### config.mk
export PLATFORM = sky130hd
export DESIGN_NAME = booth4_fixed_mul
export DESIGN_NICKNAME = d
export VERILOG_FILES = /design/src/rtl/fixed_pkg.sv /design/src/rtl/fixed_round_sat.sv /design/src/rtl/booth4_fixed_mul.sv
export SDC_FILE = /design/constraint.sdc
export NUM_CORES = 1
export LEC_CHECK = 0
export ABC_AREA = 1
export BUFFER_PORTS_ARGS = -buffer_cell sky130_fd_sc_hd__buf_4
export CAP_MARGIN = 20
export CORE_ASPECT_RATIO = 0.7
export CORE_MARGIN = 2
export CORE_UTILIZATION = 45
export DETAILED_ROUTE_END_ITERATION = 6
export GPL_ROUTABILITY_DRIVEN = 0
export HOLD_SLACK_MARGIN = 0.1
export PLACE_DENSITY = 0.68
export SLEW_MARGIN = 20
export SYNTH_ARGS = -nofsm -noshare
export SYNTH_HDL_FRONTEND = slang
export SYNTH_SLANG_ARGS = --single-unit
### constraint.sdc
create_clock -name clk -period 3 [get_ports clk]
set_input_delay 0.15 -clock clk [delete_from_list [all_inputs] [get_ports clk]]
set_output_delay 0.15 -clock clk [all_outputs]
set_load 0.01 [all_outputs]
### src/rtl/fixed_pkg.sv
// Shared fixed-point definitions: default Q-format widths, multiplier FSM
// states and the radix-4 Booth digit decoder.
package fixed_pkg;

  localparam int N_DEFAULT     = 16;
  localparam int FRAC_DEFAULT  = 10;
  localparam int OUT_W_DEFAULT = 16;
  localparam int PROD_W_DEFAULT = 2 * N_DEFAULT;

  typedef enum logic [1:0] {
    IDLE = 2'd0,
    RUN  = 2'd1,
    FIN  = 2'd2,
    DONE = 2'd3
  } state_t;

  // Select code for one radix-4 Booth digit: value = zero ? 0 : (neg ? -1 : 1) * (two ? 2M : M)
  typedef struct packed {
    logic zero;
    logic neg;
    logic two;
  } booth_sel_t;

  // Decode multiplier bits {2i+1, 2i, 2i-1} into a Booth digit in {0, +-M, +-2M}.
  function automatic booth_sel_t booth_decode(input logic [2:0] bits);
    booth_sel_t sel;
    sel.zero = (bits == 3'b000) || (bits == 3'b111);
    sel.two  = (bits == 3'b011) || (bits == 3'b100);
    sel.neg  = bits[2] && !sel.zero;
    return sel;
  endfunction

endpackage

### src/rtl/fixed_round_sat.sv
// Combinational Q-format rescale: optional round-half-up, arithmetic shift
// right by FRAC, then saturation to a signed OUT_W result with overflow flag.
module fixed_round_sat
  import fixed_pkg::*;
#(
  parameter int IN_W  = PROD_W_DEFAULT,
  parameter int FRAC  = FRAC_DEFAULT,
  parameter int OUT_W = OUT_W_DEFAULT
) (
  input  logic [IN_W-1:0]  product,
  input  logic             round_en,
  output logic [OUT_W-1:0] result,
  output logic             ovf
);

  // Width of the value left after dropping the fraction bits.
  localparam int SW = IN_W + 1 - FRAC;

  logic [IN_W:0]   ext;
  logic [IN_W:0]   half;
  logic [IN_W:0]   rounded;
  logic [SW-1:0]   scaled;
  logic [FRAC-1:0] unused_frac;

  // One extra bit of headroom so adding the rounding constant can never wrap.
  always_comb begin
    ext           = {product[IN_W-1], product};
    half          = '0;
    half[FRAC-1]  = round_en;
    rounded       = ext + half;
    scaled        = rounded[IN_W:FRAC];
  end

  assign unused_frac = rounded[FRAC-1:0];

  if (SW > OUT_W) begin : g_sat
    logic [SW-OUT_W:0] top;

    // Clamp when the bits above the result sign are not a pure sign extension.
    always_comb begin
      // NOTE: every output of a combinational block gets a default first so no path leaves it unassigned and infers a latch.
      result = scaled[OUT_W-1:0];
      top    = scaled[SW-1:OUT_W-1];
      ovf    = !((&top) || !(|top));
      if (ovf) begin
        result = scaled[SW-1] ? {1'b1, {(OUT_W-1){1'b0}}}
                              : {1'b0, {(OUT_W-1){1'b1}}};
      end
    end
  end else begin : g_ext
    // Result is wide enough to hold every scaled value: sign-extend only.
    always_comb begin
      result          = {OUT_W{scaled[SW-1]}};
      result[SW-1:0]  = scaled;
      ovf             = 1'b0;
    end
  end

endmodule

### src/rtl/booth4_fixed_mul.sv
// Sequential radix-4 Booth multiplier for signed Q-format operands with
// valid/ready handshakes, rounding and saturating rescale of the product.
module booth4_fixed_mul
  import fixed_pkg::*;
#(
  parameter int N     = N_DEFAULT,
  parameter int FRAC  = FRAC_DEFAULT,
  parameter int OUT_W = OUT_W_DEFAULT
) (
  input  logic             clk,
  input  logic             reset,
  input  logic             in_valid,
  output logic             in_ready,
  input  logic [N-1:0]     m,
  input  logic [N-1:0]     r,
  input  logic             round_en,
  output logic             out_valid,
  input  logic             out_ready,
  output logic [OUT_W-1:0] result,
  output logic             ovf
);

  localparam int MW    = N + 2;          // sign-extended multiplicand, holds +-2M
  localparam int AW    = 2 * N + 2;      // accumulator width
  localparam int STEPS = N / 2;          // radix-4 digits per product
  localparam int CW    = $clog2(STEPS + 1);

  state_t state, state_nxt;

  logic [MW-1:0]    m_q;
  logic [N:0]       r_q;                 // multiplier with appended 0 LSB
  logic             rnd_q;
  logic [AW-1:0]    acc_q;
  logic [CW-1:0]    count_q;

  booth_sel_t       sel;
  logic [MW-1:0]    pp;
  logic [AW:0]      acc_sum;
  logic [AW:0]      acc_shift;

  logic [OUT_W-1:0] rs_result;
  logic             rs_ovf;

  assign in_ready  = (state == IDLE);
  assign out_valid = (state == DONE);

  // State register.
  always_ff @(posedge clk or negedge reset) begin
    if (!reset) begin
      state <= IDLE;
    end else begin
      // NOTE: sequential state uses non-blocking assignments so every register samples pre-edge values.
      state <= state_nxt;
    end
  end

  // Next-state logic: accept in IDLE, N/2 Booth steps, one rescale cycle, hold until taken.
  always_comb begin
    state_nxt = state;
    case (state)
      IDLE: if (in_valid)                     state_nxt = RUN;
      RUN:  if (count_q == CW'(STEPS - 1))    state_nxt = FIN;
      FIN:                                    state_nxt = DONE;
      DONE: if (out_ready)                    state_nxt = IDLE;
      default:                                state_nxt = IDLE;
    endcase
  end

  // One Booth step: pick the digit, add it at the top of the accumulator, shift right by two.
  always_comb begin
    sel = booth_decode(r_q[2:0]);
    pp  = '0;
    if (!sel.zero) begin
      pp = sel.two ? {m_q[MW-2:0], 1'b0} : m_q;
    end
    if (sel.neg) begin
      pp = -pp;
    end
    acc_sum   = {acc_q[AW-1], acc_q} + {pp[MW-1], pp, {N{1'b0}}};
    acc_shift = {{2{acc_sum[AW]}}, acc_sum[AW:2]};
  end

  // Datapath registers: operand capture, Booth iteration, result capture.
  always_ff @(posedge clk or negedge reset) begin
    if (!reset) begin
      m_q     <= '0;
      r_q     <= '0;
      rnd_q   <= 1'b0;
      acc_q   <= '0;
      count_q <= '0;
      result  <= '0;
      ovf     <= 1'b0;
    end else begin
      case (state)
        IDLE: begin
          if (in_valid) begin
            m_q     <= {{2{m[N-1]}}, m};
            r_q     <= {r, 1'b0};
            rnd_q   <= round_en;
            acc_q   <= '0;
            count_q <= '0;
          end
        end
        RUN: begin
          acc_q   <= acc_shift[AW-1:0];
          r_q     <= {{2{r_q[N]}}, r_q[N:2]};
          count_q <= count_q + CW'(1);
        end
        FIN: begin
          result <= rs_result;
          ovf    <= rs_ovf;
        end
        default: ;
      endcase
    end
  end

  fixed_round_sat #(
    .IN_W  (2 * N),
    .FRAC  (FRAC),
    .OUT_W (OUT_W)
  ) u_round_sat (
    .product  (acc_q[2*N-1:0]),
    .round_en (rnd_q),
    .result   (rs_result),
    .ovf      (rs_ovf)
  );

endmodule

[After elaboration in Yosys (flattened, before gate mapping)]
Index checks and enable logic that the tools add are counted.
Operators by class
  add/subtract/negate cells: 4
  $mul: 0
  divide/modulo/power cells: 0
  order comparisons: 0
  equality and inequality tests: 10
  shifts and indexed selects: 0
  mux-type cells: 15
  bitwise logic cells: 1
  reduce and logical (&&, ||, !) cells: 16
Operators by type and width (count)
  case mux 34 bit (2 select lines): 1
  two-way mux 16 bit: 3
  two-way mux 18 bit: 2
  adder 34 x 34 -> 35 bit: 1
  two-way mux 34 bit: 1
  case mux 17 bit (2 select lines): 1
  adder 32 x 11 -> 33 bit: 1
  negation 18 bit: 1
  two-way mux 17 bit: 1
  case mux 2 bit (4 select lines): 1
  case mux 4 bit (2 select lines): 1
  AND reduction 8 bit: 1
  OR reduction 8 bit: 1
  == test 3 bit (second input constant): 2
  two-way mux 2 bit: 3
  AND reduction 3 bit: 2
  adder 4 x 1 -> 4 bit (second input constant): 1
  == test 2 bit (second input constant): 2
  == test 4 x 3 -> 1 bit (second input constant): 1
  two-way mux 4 bit: 1
  inequality test 2 bit (second input constant): 2
  AND reduction 2 bit: 2
  == test 3 x 2 -> 1 bit (second input constant): 1
  zero test 1 bit: 3
  other kinds (8): 10
Word-level totals
  flip-flop bits (word level): 91
  bits in latches: 0
  bits in writable memories: 0
  memory bits (read-only): 0
  bits of input ports: 37
  output and inout bits: 19
  logic and storage cells: 55
  memories: 0

[Logic depth before layout (Yosys ltp)]
  depth after elaboration: 8
  gate-level depth with buffers: 24
  gate-level depth less buffers: 24

[Hierarchy]
Synthesis repeated with hierarchy kept, for this count alone.
Second synthesis, totals
  cells, all modules: 863
  area, all modules: 6233.5 µm²
Modules (own cells, without submodules)
  booth4_fixed_mul: times used 1, cells each 678, area an instance 5320.1 µm², seq. area each 2252.2 µm²
  fixed_round_sat: times used 1, cells each 185, area an instance 913.4 µm², seq. area each 0.0 µm²

[Worst setup path before layout]
No wires, ideal clock.
  path kind: reg-to-reg
  start: register r_q[0]
  end: register acc_q[31]
  setup time: 132 ps
  data arrival time: 2926 ps
  data required time: 2868 ps
  path slack: -58 ps
  cell stages (with the launch flop): 19
  path buffers: 0
  clock period less this slack: 3058 ps
  cell sequence: dfrtp_1 > nand2_1 > nand2_1 > o21ai_2 > nand3_1 > ha_1 > nand2_1 > nor2_2 > or2_2 > a21oi_1 > a21oi_1 > ha_1 > nand2_1 > nor3b_1 > nor3_1 > o21ai_0 > nand2_1 > a21oi_1 > o22ai_1
On the way
  word-level cells in the longest chain between the ends: 8
  elaborated cells between the ends (all ways): 14
  classes of those cells: 2 x add/sub; 3 x eq/ne; 4 x mux; 5 x reduce/logical
Ends and longest elaborated chain
  start: declaration: line booth4_fixed_mul.sv:31  | logic [N:0] r_q;
  start signal: assignment: line booth4_fixed_mul.sv:98  | r_q <= {r, 1'b0};
  start signal: assignment: line booth4_fixed_mul.sv:106  | r_q <= {{2{r_q[N]}}, r_q[N:2]};
  == test 3 x 2 -> 1 bit or == test 3 bit (tied branches): line fixed_pkg.sv:28  | sel.two = (bits == 3'b011) || (bits == 3'b100);
  logical OR 1 bit: line fixed_pkg.sv:28
  two-way mux 16 bit: line booth4_fixed_mul.sv:74  | pp = sel.two ? {m_q[MW-2:0], 1'b0} : m_q;
  two-way mux 18 bit: line booth4_fixed_mul.sv:73  | if (!sel.zero) begin
  negation 18 bit: line booth4_fixed_mul.sv:77  | pp = -pp;
  two-way mux 18 bit *: line booth4_fixed_mul.sv:76  | if (sel.neg) begin
  adder 34 x 34 -> 35 bit *: line booth4_fixed_mul.sv:79  | acc_sum = {acc_q[AW-1], acc_q} + {pp[MW-1], pp, {N{1'b0}}};
  case mux 34 bit (2 select lines) *: line booth4_fixed_mul.sv:94  | case (state)
  end signal: assignment: line booth4_fixed_mul.sv:105  | acc_q <= acc_shift[AW-1:0];
  end: declaration: line booth4_fixed_mul.sv:33  | logic [AW-1:0] acc_q;
Every way passes the cells marked *; elsewhere a longest branch is shown, timed or not.
A chain may end at the register's enable or synchronous reset.

[Worst setup path after layout]
  start: register r_q[0]
  end: register acc_q[25]
Same word-level chain as after synthesis.

==> qor.yml <==
status: "finished, violations left"
violations: "negative setup slack"
grt_max_degree: 56
num_antenna_cells: 0
synth_edf_count: 0
grt_pass1_vias: 5821
reg2reg_depth: 22
cp_cell_sequence: "nand2_2, buf_4, nand2_1, o21ai_2, nand2_1, nand3_2, ha_2, nand2_1, nor2_2, or2_2, a21oi_2, a21oi_1, ha_1, buf_4, nand2_1, nand2_2, a21oi_2, nand2_2, a21oi_2, a21oi_2, o21ai_1, o21ai_1"
dieArea_um2: 13900
async_reset_ff_share_pct: 100
synth_cell_types: 38
die-width_um: 140
cts_buffers: 9
clk_pin_slew_ns: 0.07
finClkSkew_ns: 0.00672
cp_max_fo: 3
placed_cell_area_um2: 6760
grt_setup_unrepaired: "true"
route.met2.wl_um: 7330
fin_crit_ns: 3.25
viasPerCell: 5.10
endpoint_kind: "flop"
post-route-drc-count: 0
hold_violations: 0
synth_area_per_cell_um2: 6.84
yosysSeqAreaShare_pct: 34.8
finalNetCount: 1071
num_io_pins: 56
syn_to_final_growth_pct: 39.2
ys.flop_type: "dfrtp_1"
cts_root_buffer: "clkbuf_16"
tritoncts: "built"
crit_path_start: "r_q[0]"
slew_violations: 0
clk_latency_ns: 0.35
syn-num-nets: 914
drt-initial-drc-count: 440
max_slew_margin_pct: 49.2
port_buffers: 55
antenna_found_initial: 0
grt_pass1_wl_um: 26900
synth-seq-cells: 81
m1WireLength_um: 7940
dr.pass1.iters: 5
r2r-start: "r_q[0]"
met3_length_um: 672
hold-worst-slack_ns: 0.270
hold_class: "primary input to flop"
dp_cells: 1097
yosys_warnings: 0
r2r-end: "acc_q[25]"
final_util_pct: 64.7
critPathLaunchType: "flop"
core_um2: 12500
top_layer: "met4"
chipHeight_um: 99.1
post_drt_wl_per_cell_um: 13.8
cpPeakStageDelay_ns: 0.43
fin_cells: 1175
row_count: 34
yosysTopAreaCellShare_pct: 34.8
cp.arrival_ns: 3.46
setup_ws_ns: -0.246
layout-drive-gt1-share_pct: 28.2
critical_path_required_ns: 3.21
clockBufferDepth: 2
cts_max_level: 3
grt-ovfl-total: 0
finalCritPeriodShare_pct: 108
syn_inst: 851
max_cap_viol_count: 0
final_common_cell: "nand2_1"
tightest_slew_ns: 0.761
slowest_stage: "dfrtp_1"
fillers: 1085
ant_nets: 0
layout_common_cells: "nand2_1 (269), buf_4 (124), inv_1 (84), dfrtp_1 (80), nor2_1 (56)"
endpoint: "acc_q[25]"
syn_area_um2: 5820
final-setup-viol-count: 13
r2r_setup_slack_ns: -0.25
dpl.hpwl_um: 11100
track_usage_pct: 23.7
initial_core_util_pct: 46.5
wl_um: 16200
vias: 5998
cts.sinks: 81
synth_area_leaders: "dfrtp_1 (35%), nand2_1 (19%), inv_1 (5.9%)"
fmaxAchievable_ghz: 0.308
crit_type: "flop to flop"
final_area_um2: 8100
synth_top_area_cell: "dfrtp_1"
[Yosys cell counts (all sizes together) (4+ instances only)]
library cell and count:
nand2 303, inv 93, nor2 83, dfrtp 81, o21ai 67, nand3 53, a21oi 38, ha 25
a31oi 19, clkbuf 16, xor2 14, o22ai 11, buf 10, nand4 10, o211ai 8, xnor2 4
[stage by stage]
stage | setup TNS [ns] | setup WS (ns)
floorplan | 0 | 0.0339
global placement | -0.421 | -0.0953
detailed placement | -1.10 | -0.180
CTS | -0.494 | -0.111
global route | -4.25 | -0.419
finish | -1.73 | -0.246
[metal layers]
metal	vias up	GRT usage [%]
met2	131	37.0
met4	0	6.46
met5	-	0
li1	3080	-
met1	2761	34.5
met3	26	3.76
[sequential cells by signal, summed over array words and instances (netlist names)]
name,cells
result,16
r_q,17
m_q,16
rnd_q,1
acc_q,24
count_q,4
state,2
ovf,1
[cell families after synthesis]
group,synth area share [%]
fa+ha+maj,5.72
flops,34.8
xor+xnor,2.71
mux,0.194
simple gates,33.6
compound gates,14.8
buf+inv,8.13
[how the worst min path moves through the flow]
stage / from / end / slack [ns] / cells past startpoint
2_1_floorplan: reset / acc_q[10] / -0.15 / 0
3_3_place_gp: reset / m_q[14] / 0.25 / 1
3_5_place_dp: reset / m_q[14] / 0.25 / 1
4_1_cts: in_valid / rnd_q / 0.26 / 4
5_1_grt: in_valid / rnd_q / 0.28 / 4
6_report: in_valid / rnd_q / 0.27 / 4
[what timing repair did]
| action | 4_1_cts | 5_1_grt |
|---|---|---|
| setup endpoints to repair | 13 | 14 |
| hold buffers | 34 | 0 |
| resized for setup | 59 | 68 |
| buffers inserted | 17 | 10 |
| cloned | 1 | 0 |
| pin swaps | 46 | 46 |
| hold endpoints to repair | 86 | 0 |
[worst max-delay path: cells and delay by family, from the launching register on]
family                     cells  cell delay (ns)
DFF                            1             0.43
buffers and inverters          2             0.32
and+or+nand+nor               10             0.97
adders and majority gates      2             0.54
AOI/OAI and AO/OA              8             0.85
[layout make-up]
class	instances	area [um2]	area share [%]
well taps	162	203	2.50
clock inverters	5	85.1	1.05
inverters	94	353	4.36
flip-flops and latches	81	2030	25.0
repair buffers	172	1470	18.2
clock buffers	11	243	3.00
multi-input cells	650	3710	45.9
Power is not shown: default switching activity piles up to over one toggle a cycle in this logic, so the estimate is an artifact.
